`src/rtl/hazard3_ifetch_tcm_responder_pkg.sv`:
```
`default_nettype none
// ============================================================================
// hazard3_ifetch_tcm_responder_pkg
// ----------------------------------------------------------------------------
// Shared definitions for the instruction-fetch TCM responder: FSM state
// encoding, counter width and the TCM window-size helper.
// Revision: 1.0 - initial release
// ============================================================================
package hazard3_ifetch_tcm_responder_pkg;

  localparam int XLEN      = 32;
  localparam int c_wait_w  = 4;
  localparam int c_state_w = 3;

  localparam logic [c_state_w-1:0] c_idle = 3'd0;
  localparam logic [c_state_w-1:0] c_wait = 3'd1;
  localparam logic [c_state_w-1:0] c_last = 3'd2;
  localparam logic [c_state_w-1:0] c_err1 = 3'd3;
  localparam logic [c_state_w-1:0] c_err2 = 3'd4;

  // Window size in bytes; one extra bit so a window covering the whole
  // 32-bit space is still representable.
  function automatic logic [XLEN:0] window_bytes(input int depth_log2);
    logic [XLEN:0] one;
    one = {{XLEN{1'b0}}, 1'b1};
    window_bytes = one << (depth_log2 + 2);
  endfunction

endpackage
`default_nettype wire

```
`src/rtl/hazard3_tcm_addr_decode.sv`:
```
`default_nettype none
// ============================================================================
// hazard3_tcm_addr_decode
// ----------------------------------------------------------------------------
// Combinational TCM window and privilege check.
// Ports:
//   addr  in  32  byte address of the access
//   priv  in  1   1 = M-mode, 0 = U-mode
//   err   out 1   access is outside the window or hits the protected region
// Revision: 1.0 - initial release
// ============================================================================
module hazard3_tcm_addr_decode
  import hazard3_ifetch_tcm_responder_pkg::*;
#(
  parameter logic [31:0] BASE_ADDR  = 32'h0000_0000,
  parameter int          DEPTH_LOG2 = 11,
  parameter logic [31:0] MPROT_TOP  = 32'h0000_0400
) (
  input  logic [XLEN-1:0] addr,
  input  logic            priv,
  output logic            err
);

  localparam logic [XLEN:0] c_window = window_bytes(DEPTH_LOG2);

  logic [XLEN-1:0] w_offset;
  logic            w_out_of_range;
  logic            w_prot_fault;

  // Addresses below the base wrap to a huge offset, so one unsigned compare
  // covers both ends of the window.
  assign w_offset       = addr - BASE_ADDR;
  assign w_out_of_range = {1'b0, w_offset} >= c_window;
  assign w_prot_fault   = !priv && (w_offset < MPROT_TOP);
  assign err            = w_out_of_range || w_prot_fault;

endmodule
`default_nettype wire

```
`src/rtl/hazard3_ifetch_tcm_responder.sv`:
```
`default_nettype none
// ============================================================================
// hazard3_ifetch_tcm_responder
// ----------------------------------------------------------------------------
// Instruction-fetch responder backed by a single-port synchronous SRAM.
// Pipelined address/data phases, per-fetch wait states, two-cycle error
// response for out-of-window or U-mode-protected fetches.
// Ports:
//   clk, rst_n          clock, asynchronous active-low reset
//   mem_size            1=word 0=halfword (whole word always returned)
//   mem_addr/mem_priv   fetch address and privilege
//   mem_addr_vld/rdy    address-phase handshake
//   mem_data/err/vld    data-phase response
//   wait_cycles         extra data-phase cycles, sampled at acceptance
//   sram_en/addr/rdata  SRAM read port (rdata valid the cycle after en)
// Revision: 1.0 - initial release
// ============================================================================
module hazard3_ifetch_tcm_responder
  import hazard3_ifetch_tcm_responder_pkg::*;
#(
  parameter logic [31:0] BASE_ADDR  = 32'h0000_0000,
  parameter int          DEPTH_LOG2 = 11,
  parameter logic [31:0] MPROT_TOP  = 32'h0000_0400
) (
  input  logic                  clk,
  input  logic                  rst_n,
  input  logic                  mem_size,
  input  logic [31:0]           mem_addr,
  input  logic                  mem_priv,
  input  logic                  mem_addr_vld,
  output logic                  mem_addr_rdy,
  output logic [31:0]           mem_data,
  output logic                  mem_data_err,
  output logic                  mem_data_vld,
  input  logic [3:0]            wait_cycles,
  output logic                  sram_en,
  output logic [DEPTH_LOG2-1:0] sram_addr,
  input  logic [31:0]           sram_rdata
);

  logic [c_state_w-1:0]  r_state;
  logic [c_state_w-1:0]  w_state_nxt;
  logic [c_state_w-1:0]  w_accept_target;
  logic [c_wait_w-1:0]   r_count;
  logic [DEPTH_LOG2-1:0] r_addr;
  logic                  r_err;
  logic                  w_dec_err;
  logic                  w_accept;
  logic                  w_issue_now;
  logic                  w_issue_late;

  hazard3_tcm_addr_decode #(
    .BASE_ADDR  (BASE_ADDR),
    .DEPTH_LOG2 (DEPTH_LOG2),
    .MPROT_TOP  (MPROT_TOP)
  ) u_decode (
    .addr (mem_addr),
    .priv (mem_priv),
    .err  (w_dec_err)
  );

  assign w_accept = mem_addr_vld && mem_addr_rdy;

  // Where a freshly accepted request goes: waits take priority, then the
  // error path, otherwise data lands in the very next cycle.
  assign w_accept_target = (wait_cycles != '0) ? c_wait :
                           w_dec_err           ? c_err1 : c_last;

  // ---------------------------------------------------------------- state reg
  always_ff @(posedge clk or negedge rst_n) begin
    if (!rst_n) begin
      r_state <= c_idle;
    end else begin
      r_state <= w_state_nxt;
    end
  end

  // ---------------------------------------------------------------- next state
  always_comb begin
    w_state_nxt = r_state;
    case (r_state)
      c_idle, c_last, c_err2: w_state_nxt = w_accept ? w_accept_target : c_idle;
      c_wait: begin
        if (r_count == 4'd1) begin
          w_state_nxt = r_err ? c_err1 : c_last;
        end
      end
      c_err1:  w_state_nxt = c_err2;
      default: w_state_nxt = c_idle;
    endcase
  end

  // ---------------------------------------------------------------- outputs
  always_comb begin
    mem_addr_rdy = 1'b0;
    mem_data_vld = 1'b0;
    mem_data_err = 1'b0;
    mem_data     = '0;
    case (r_state)
      c_idle: mem_addr_rdy = 1'b1;
      c_last: begin
        mem_addr_rdy = 1'b1;
        mem_data_vld = 1'b1;
        mem_data     = sram_rdata;
      end
      c_err1: mem_data_err = 1'b1;
      c_err2: begin
        mem_addr_rdy = 1'b1;
        mem_data_vld = 1'b1;
        mem_data_err = 1'b1;
      end
      default: ;
    endcase
  end

  // ---------------------------------------------------------------- datapath
  always_ff @(posedge clk or negedge rst_n) begin
    if (!rst_n) begin
      r_addr  <= '0;
      r_err   <= 1'b0;
      r_count <= '0;
    end else if (w_accept) begin
      r_addr  <= mem_addr[DEPTH_LOG2+1:2];
      r_err   <= w_dec_err;
      r_count <= wait_cycles;
    end else if (r_state == c_wait) begin
      r_count <= r_count - 4'd1;
    end
  end

  // The read is launched exactly one cycle before LAST so rdata arrives in
  // LAST without a holding register. Zero-wait fetches must read straight
  // from the incoming address; delayed fetches use the latched copy.
  assign w_issue_now  = w_accept && (wait_cycles == '0) && !w_dec_err;
  assign w_issue_late = (r_state == c_wait) && (r_count == 4'd1) && !r_err;
  assign sram_en      = w_issue_now || w_issue_late;
  assign sram_addr    = w_issue_now ? mem_addr[DEPTH_LOG2+1:2] : r_addr;

  // ---------------------------------------------------------------- properties
  logic r_outstanding;

  always_ff @(posedge clk or negedge rst_n) begin
    if (!rst_n) begin
      r_outstanding <= 1'b0;
    end else if (w_accept) begin
      r_outstanding <= 1'b1;
    end else if (mem_data_vld) begin
      r_outstanding <= 1'b0;
    end
  end

  a_vld_has_request: assert property (
    @(posedge clk) disable iff (!rst_n) mem_data_vld |-> r_outstanding);

  a_single_outstanding: assert property (
    @(posedge clk) disable iff (!rst_n) w_accept |-> (!r_outstanding || mem_data_vld));

  a_request_known: assert property (
    @(posedge clk) disable iff (!rst_n)
    mem_addr_vld |-> !$isunknown({mem_size, mem_addr, mem_priv, wait_cycles}));

endmodule
`default_nettype wire

```
`config.mk`:
```
export PLATFORM = sky130hd
export DESIGN_NAME = hazard3_ifetch_tcm_responder
export DESIGN_NICKNAME = d
export VERILOG_FILES = /design/src/rtl/hazard3_ifetch_tcm_responder_pkg.sv /design/src/rtl/hazard3_tcm_addr_decode.sv /design/src/rtl/hazard3_ifetch_tcm_responder.sv
export SDC_FILE = /design/constraint.sdc
export NUM_CORES = 1
export LEC_CHECK = 0
export ABC_AREA = 1
export BUFFER_PORTS_ARGS = -buffer_cell sky130_fd_sc_hd__buf_2
export CAP_MARGIN = 15
export CORE_AREA = 2 2 64 66
export CTS_CLUSTER_SIZE = 14
export DETAILED_ROUTE_END_ITERATION = 16
export DIE_AREA = 0 0 66 68
export PLACE_DENSITY_LB_ADDON = 0.25
export SLEW_MARGIN = 20
export SYNTH_ARGS = -nofsm -noshare
export SYNTH_HDL_FRONTEND = slang
export SYNTH_SLANG_ARGS = --single-unit
```
`constraint.sdc`:
```
create_clock -name clk -period 1.7 [get_ports clk]
set_clock_uncertainty 0.2 [all_clocks]
set_input_delay 0 -clock clk [delete_from_list [all_inputs] [get_ports clk]]
set_output_delay 0 -clock clk [all_outputs]
set_load 0.03 [all_outputs]
```
# Word-level counts from Yosys, hierarchy flattened
# Cells that the tools add are included.
# classes
magnitude_cmp	2
mux	13
reduce_logical	18
add_sub_neg	1
eq_ne	6
# ops
cell	n
32-bit by 14-bit >= comparator with 1-bit output, second input constant	1
32-bit by 11-bit less-than comparator with 1-bit output, second input constant	1
32-bit 2-to-1 mux	1
11-bit 2-to-1 mux	1
3-bit case mux with 3 select lines	1
4-bit 2-to-1 mux	2
3-bit by 2-bit equality test with 1-bit output, second input constant	2
1-bit logical AND	6
1-bit 2-to-1 mux	5
4-bit by 1-bit equality test with 1-bit output, second input constant	1
4-bit logical NOT	1
2-bit 2-to-1 mux	2
4-bit nonzero test	1
2-bit OR reduction	2
4-bit by 1-bit subtractor with 4-bit output, second input constant	1
3-bit by 1-bit equality test with 1-bit output, second input constant	1
3-bit equality test, second input constant	1
1-bit logical NOT	3
3-bit logical NOT	1
3-bit 2-to-1 mux	1
3-bit OR reduction	1
1-bit logical OR	2
2-bit by 1-bit inequality test with 1-bit output, second input constant	1
2-bit nonzero test	1
# word_totals
register_bits	19
wordCells	44
inputBits	73

# Depth between registers and ports, before layout
# depth
depth_word	7
depth_mapped	9
ltp_nobuf	8

# Hierarchy
# Synthesis repeated with hierarchy kept, for this count alone.
# unflattened
cells_unflattened	247
area_unflattened_um2	1446.4
# by_module_without_submodules
module	area_per_inst_um2	cells_per_inst	instances	seq_area_each_um2
hazard3_ifetch_tcm_responder	1347.5	221	1	475.5
hazard3_tcm_addr_decode	98.8	26	1	0.0

# Worst setup path after synthesis
# No wires, ideal clock.
# synth_path
path_type	register to output
from	register r_state[2]
to	output sram_addr[4]
setup_slack_ns	-0.031
path_buffers	1
path_stages_with_launch	7
arrival_time_ns	1.531
cell_sequence	dfrtp_1 a21oi_2 nand2_2 clkinv_2 buf_4 nand4_1 nand2_1
# synth_between
elab_chain_len	7
elab_cells_between_ends	9
# synth_lines
element	line	text
start: declaration	hazard3_ifetch_tcm_responder.sv:41	logic [c_state_w-1:0] r_state;
start signal: assignment	hazard3_ifetch_tcm_responder.sv:72	r_state <= c_idle;
start signal: assignment	hazard3_ifetch_tcm_responder.sv:74	r_state <= w_state_nxt;
3-bit equality test (tied with other cells)	hazard3_ifetch_tcm_responder.sv:99	case (r_state)
3-bit OR reduction (no source line) *	-	
1-bit 2-to-1 mux *	hazard3_ifetch_tcm_responder.sv:99	
net mem_addr_rdy	hazard3_ifetch_tcm_responder.sv:31	output logic mem_addr_rdy,
1-bit logical AND *	hazard3_ifetch_tcm_responder.sv:62	assign w_accept = mem_addr_vld && mem_addr_rdy;
1-bit logical AND * (2 in a row)	hazard3_ifetch_tcm_responder.sv:134	assign w_issue_now = w_accept && (wait_cycles == '0) && !w_dec_err;
11-bit 2-to-1 mux *	hazard3_ifetch_tcm_responder.sv:137	assign sram_addr = w_issue_now ? mem_addr[DEPTH_LOG2+1:2] : r_addr;
end: declaration	hazard3_ifetch_tcm_responder.sv:37	output logic [DEPTH_LOG2-1:0] sram_addr,
# Mark *: on every way through the listed nets, which the timed path passes. The rest lies on a longest branch.

# Worst setup path in the final report
# layout_path
from	register r_state[2]
to	output sram_addr[9]
# layout_between
elab_chain_len	7
elab_cells_between_ends	9
# layout_lines
element	line
3-bit equality test (tied with other cells)	hazard3_ifetch_tcm_responder.sv:99
3-bit OR reduction (no source line) *	-
1-bit 2-to-1 mux *	hazard3_ifetch_tcm_responder.sv:99
1-bit logical AND *	hazard3_ifetch_tcm_responder.sv:62
1-bit logical AND * (2 in a row)	hazard3_ifetch_tcm_responder.sv:134
11-bit 2-to-1 mux *	hazard3_ifetch_tcm_responder.sv:137
# Every way passes the cells marked *; elsewhere a longest branch is shown, timed or not.

==> impl_metrics.env <==
export IMPL_yosysTopAreaCellShare=0.337
export IMPL_status="complete, but fails checks"
export IMPL_irDropWorstVdd_uv=816
export IMPL_slew_limit_headroom=0.703
export IMPL_required_ps=1500
export IMPL_io_pins=120
export IMPL_path_max_fanout=10
export IMPL_clk_transition_reported_paths_ps=70
export IMPL_hold_path_class="in2reg"
export IMPL_drt_pre_antenna_iters=4
export IMPL_initial_utilization=0.366
export IMPL_antenna_found_initial=0
export IMPL_vias=1878
export IMPL_wl_met1_mm=1.63
export IMPL_max_cap_viol_count=0
export IMPL_synthFlopType="dfrtp_1"
export IMPL_htreeDepth=1
export IMPL_cts_buffers=3
export IMPL_path_class="reg2out"
export IMPL_cts_sinks=19
export IMPL_die_h_um=68
export IMPL_syn_nets=305
export IMPL_startpoint_type="flop"
export IMPL_p_leak_nw=1.53
export IMPL_ys_seq_area_frac=0.337
export IMPL_clk_latency_ps=250
export IMPL_globalplace_congestion=0.833
export IMPL_finalNonFillerCells=419
export IMPL_cp_end_kind="output port"
export IMPL_port_buffer_count=116
export IMPL_route_met3_wl_um=367
export IMPL_cts_tree="built"
export IMPL_area_growth_syn_to_layout_pct=74.1
export IMPL_dp_hpwl_mm=3.09
export IMPL_drive_above_1_share=0.371
export IMPL_hold_viol_final=0
export IMPL_grt_usage=0.181
export IMPL_layout_setup_ws_ps=-21.9
export IMPL_core_region_area_mm2=0.00386
export IMPL_first_iter_violations=46
export IMPL_mostFrequentLayoutCells="buf_2 (91), nand2_1 (69), inv_1 (46), nor2_1 (46), dfrtp_1 (19)"
export IMPL_routed_wl_mm=4.24
export IMPL_post_route_min_period_ps=1720
export IMPL_synth_edff_count=0
export IMPL_utilization=0.638
export IMPL_layout_nets=445
export IMPL_grt_max_degree=34
export IMPL_synth_largest_area_cell="dfrtp_1"
export IMPL_synth_area_leaders="dfrtp_1 (34%), nand2_1 (18%), inv_1 (12%)"
export IMPL_worst_pin_slew_ps=442
export IMPL_die_area_mm2=0.00449
export IMPL_ant_nets=0
export IMPL_synth_warnings=0
export IMPL_synth_avg_cell_area_um2=6.14
export IMPL_grt_pass1_wl_mm=6.37
export IMPL_fmaxAchievable_mhz=581
export IMPL_hp_start="mem_addr[26]"
export IMPL_ys_async_sr_fraction=1.00
export IMPL_die_width_um=66
export IMPL_slew_viol_final=0
export IMPL_placed_cells=393
export IMPL_post_route_period_util=1.01
export IMPL_cp_arrival_ps=1520
export IMPL_power_density_mw_per_mm2=1260
export IMPL_clock_path_buffers=2
export IMPL_routed_top_layer="met4"
export IMPL_drt_wirelength_per_cell_um=10.1
export IMPL_rsz0062_at_grt="yes"
export IMPL_hold_slack_ps=4.11
export IMPL_fp_row_count=23
export IMPL_cts_root_buf="clkbuf_8"
export IMPL_final_common_cell="buf_2"
export IMPL_antennaDiodeCount=0
export IMPL_regToRegStartpoint="r_state[2]$_DFFE_PN0P_"
export IMPL_routed_via_density=4.48
export IMPL_synth_distinct_cells=23
export IMPL_failed_checks="setup timing"
export IMPL_grt_pass1_vias=1579
export IMPL_grt_overflow=0
export IMPL_drcViolationCount=0
export IMPL_startpoint="r_state[2]$_DFFE_PN0P_"
export IMPL_synth_seq_cells=19
export IMPL_total_power_mw=3.09
export IMPL_synth_cells=230
export IMPL_wl_met2_mm=2.19
export IMPL_synth_area_mm2=0.00141
export IMPL_setup_viol=1
[where the power goes]
part	switching [mW]	total, mW	internal (mW)
registers	0.128	0.786	0.658
clock network	0.148	0.315	0.167
logic	1.21	1.99	0.781
total	1.48	3.09	1.61
[cells in the mapped netlist (all sizes together), types with 2 or more instances]
cell type,n
a21oi,4
buf,6
clkbuf,3
dfrtp,19
ha,2
inv,46
nand2,70
nand3,10
nand4,11
nor2,47
o211ai,2
o21ai,4
o221ai,2
[layer usage]
layer,GRT usage,vias up
met3,0.0263,6
met5,0,-
met2,0.352,82
met4,0.0612,0
met1,0.203,820
li1,-,970
[registers in the layout, summed over array words and instances (netlist names)]
| register | flops |
|---|---|
| r_addr | 11 |
| r_count | 4 |
| r_err | 1 |
| r_state | 3 |
[kinds of logic (layout without fill, tap and decap cells)]
group,after synthesis,count (layout),synth area share
AND/OR/NAND/NOR,140,141,0.421
buffers and inverters,56,194,0.165
XOR/XNOR,1,1,0.00620
flip-flops,19,19,0.337
adder cells (fa/ha/maj),2,2,0.0177
AO/OA/AOI/OAI,12,12,0.0540
[through the flow]
stage / setup TNS (ps) / area [um2] / setup slack, ps
floorplan: 0 / 1420 / 72.6
global placement: 0 / 2050 / 192
detailed placement: 0 / 2050 / 162
CTS: 0 / 2400 / 0.725
global route: -978 / 2460 / -94.7
finish: -21.9 / 2460 / -21.9
[repair_timing]
item,in CTS,in global routing
hold buffers,17,0
gates resized for setup,27,22
pin swaps,2,6
buffers inserted,4,0
cloned,1,0
hold endpoints to repair,35,0
endpoints found under the setup margin,12,45
[worst paths after layout]
check | endpoint | slack, ps | cells after the start
min in group asynchronous | r_count[1]$_DFFE_PN0P_ | 30 | 2
hold reg to reg | r_addr[3]$_DFFE_PN0P_ | 280 | 2
hold / removal | r_err$_DFFE_PN0P_ | 4 | 7
setup reg to reg | r_count[1]$_DFFE_PN0P_ | 110 | 6
setup / recovery | sram_addr[9] | -20 | 7
max in group asynchronous | r_addr[0]$_DFFE_PN0P_ | 970 | 2
[cell type report]
type,count,area (um2)
fill,344,1400
timing repair buffer,143,948
multi-input combinational,156,747
sequential,19,475
inverter,47,181
tap,50,62.6
clock buffer,4,45.0
[worst max-delay path, cell delays in order (launching register included)]
cell and delay (ps):
dfrtp_1 420, a21oi_4 190, nand2_4 80, clkinv_4 90
buf_8 130, nand4_1 120, nand2_1 100, buf_6 130
Note: power is estimated with default switching activity, not from simulation.
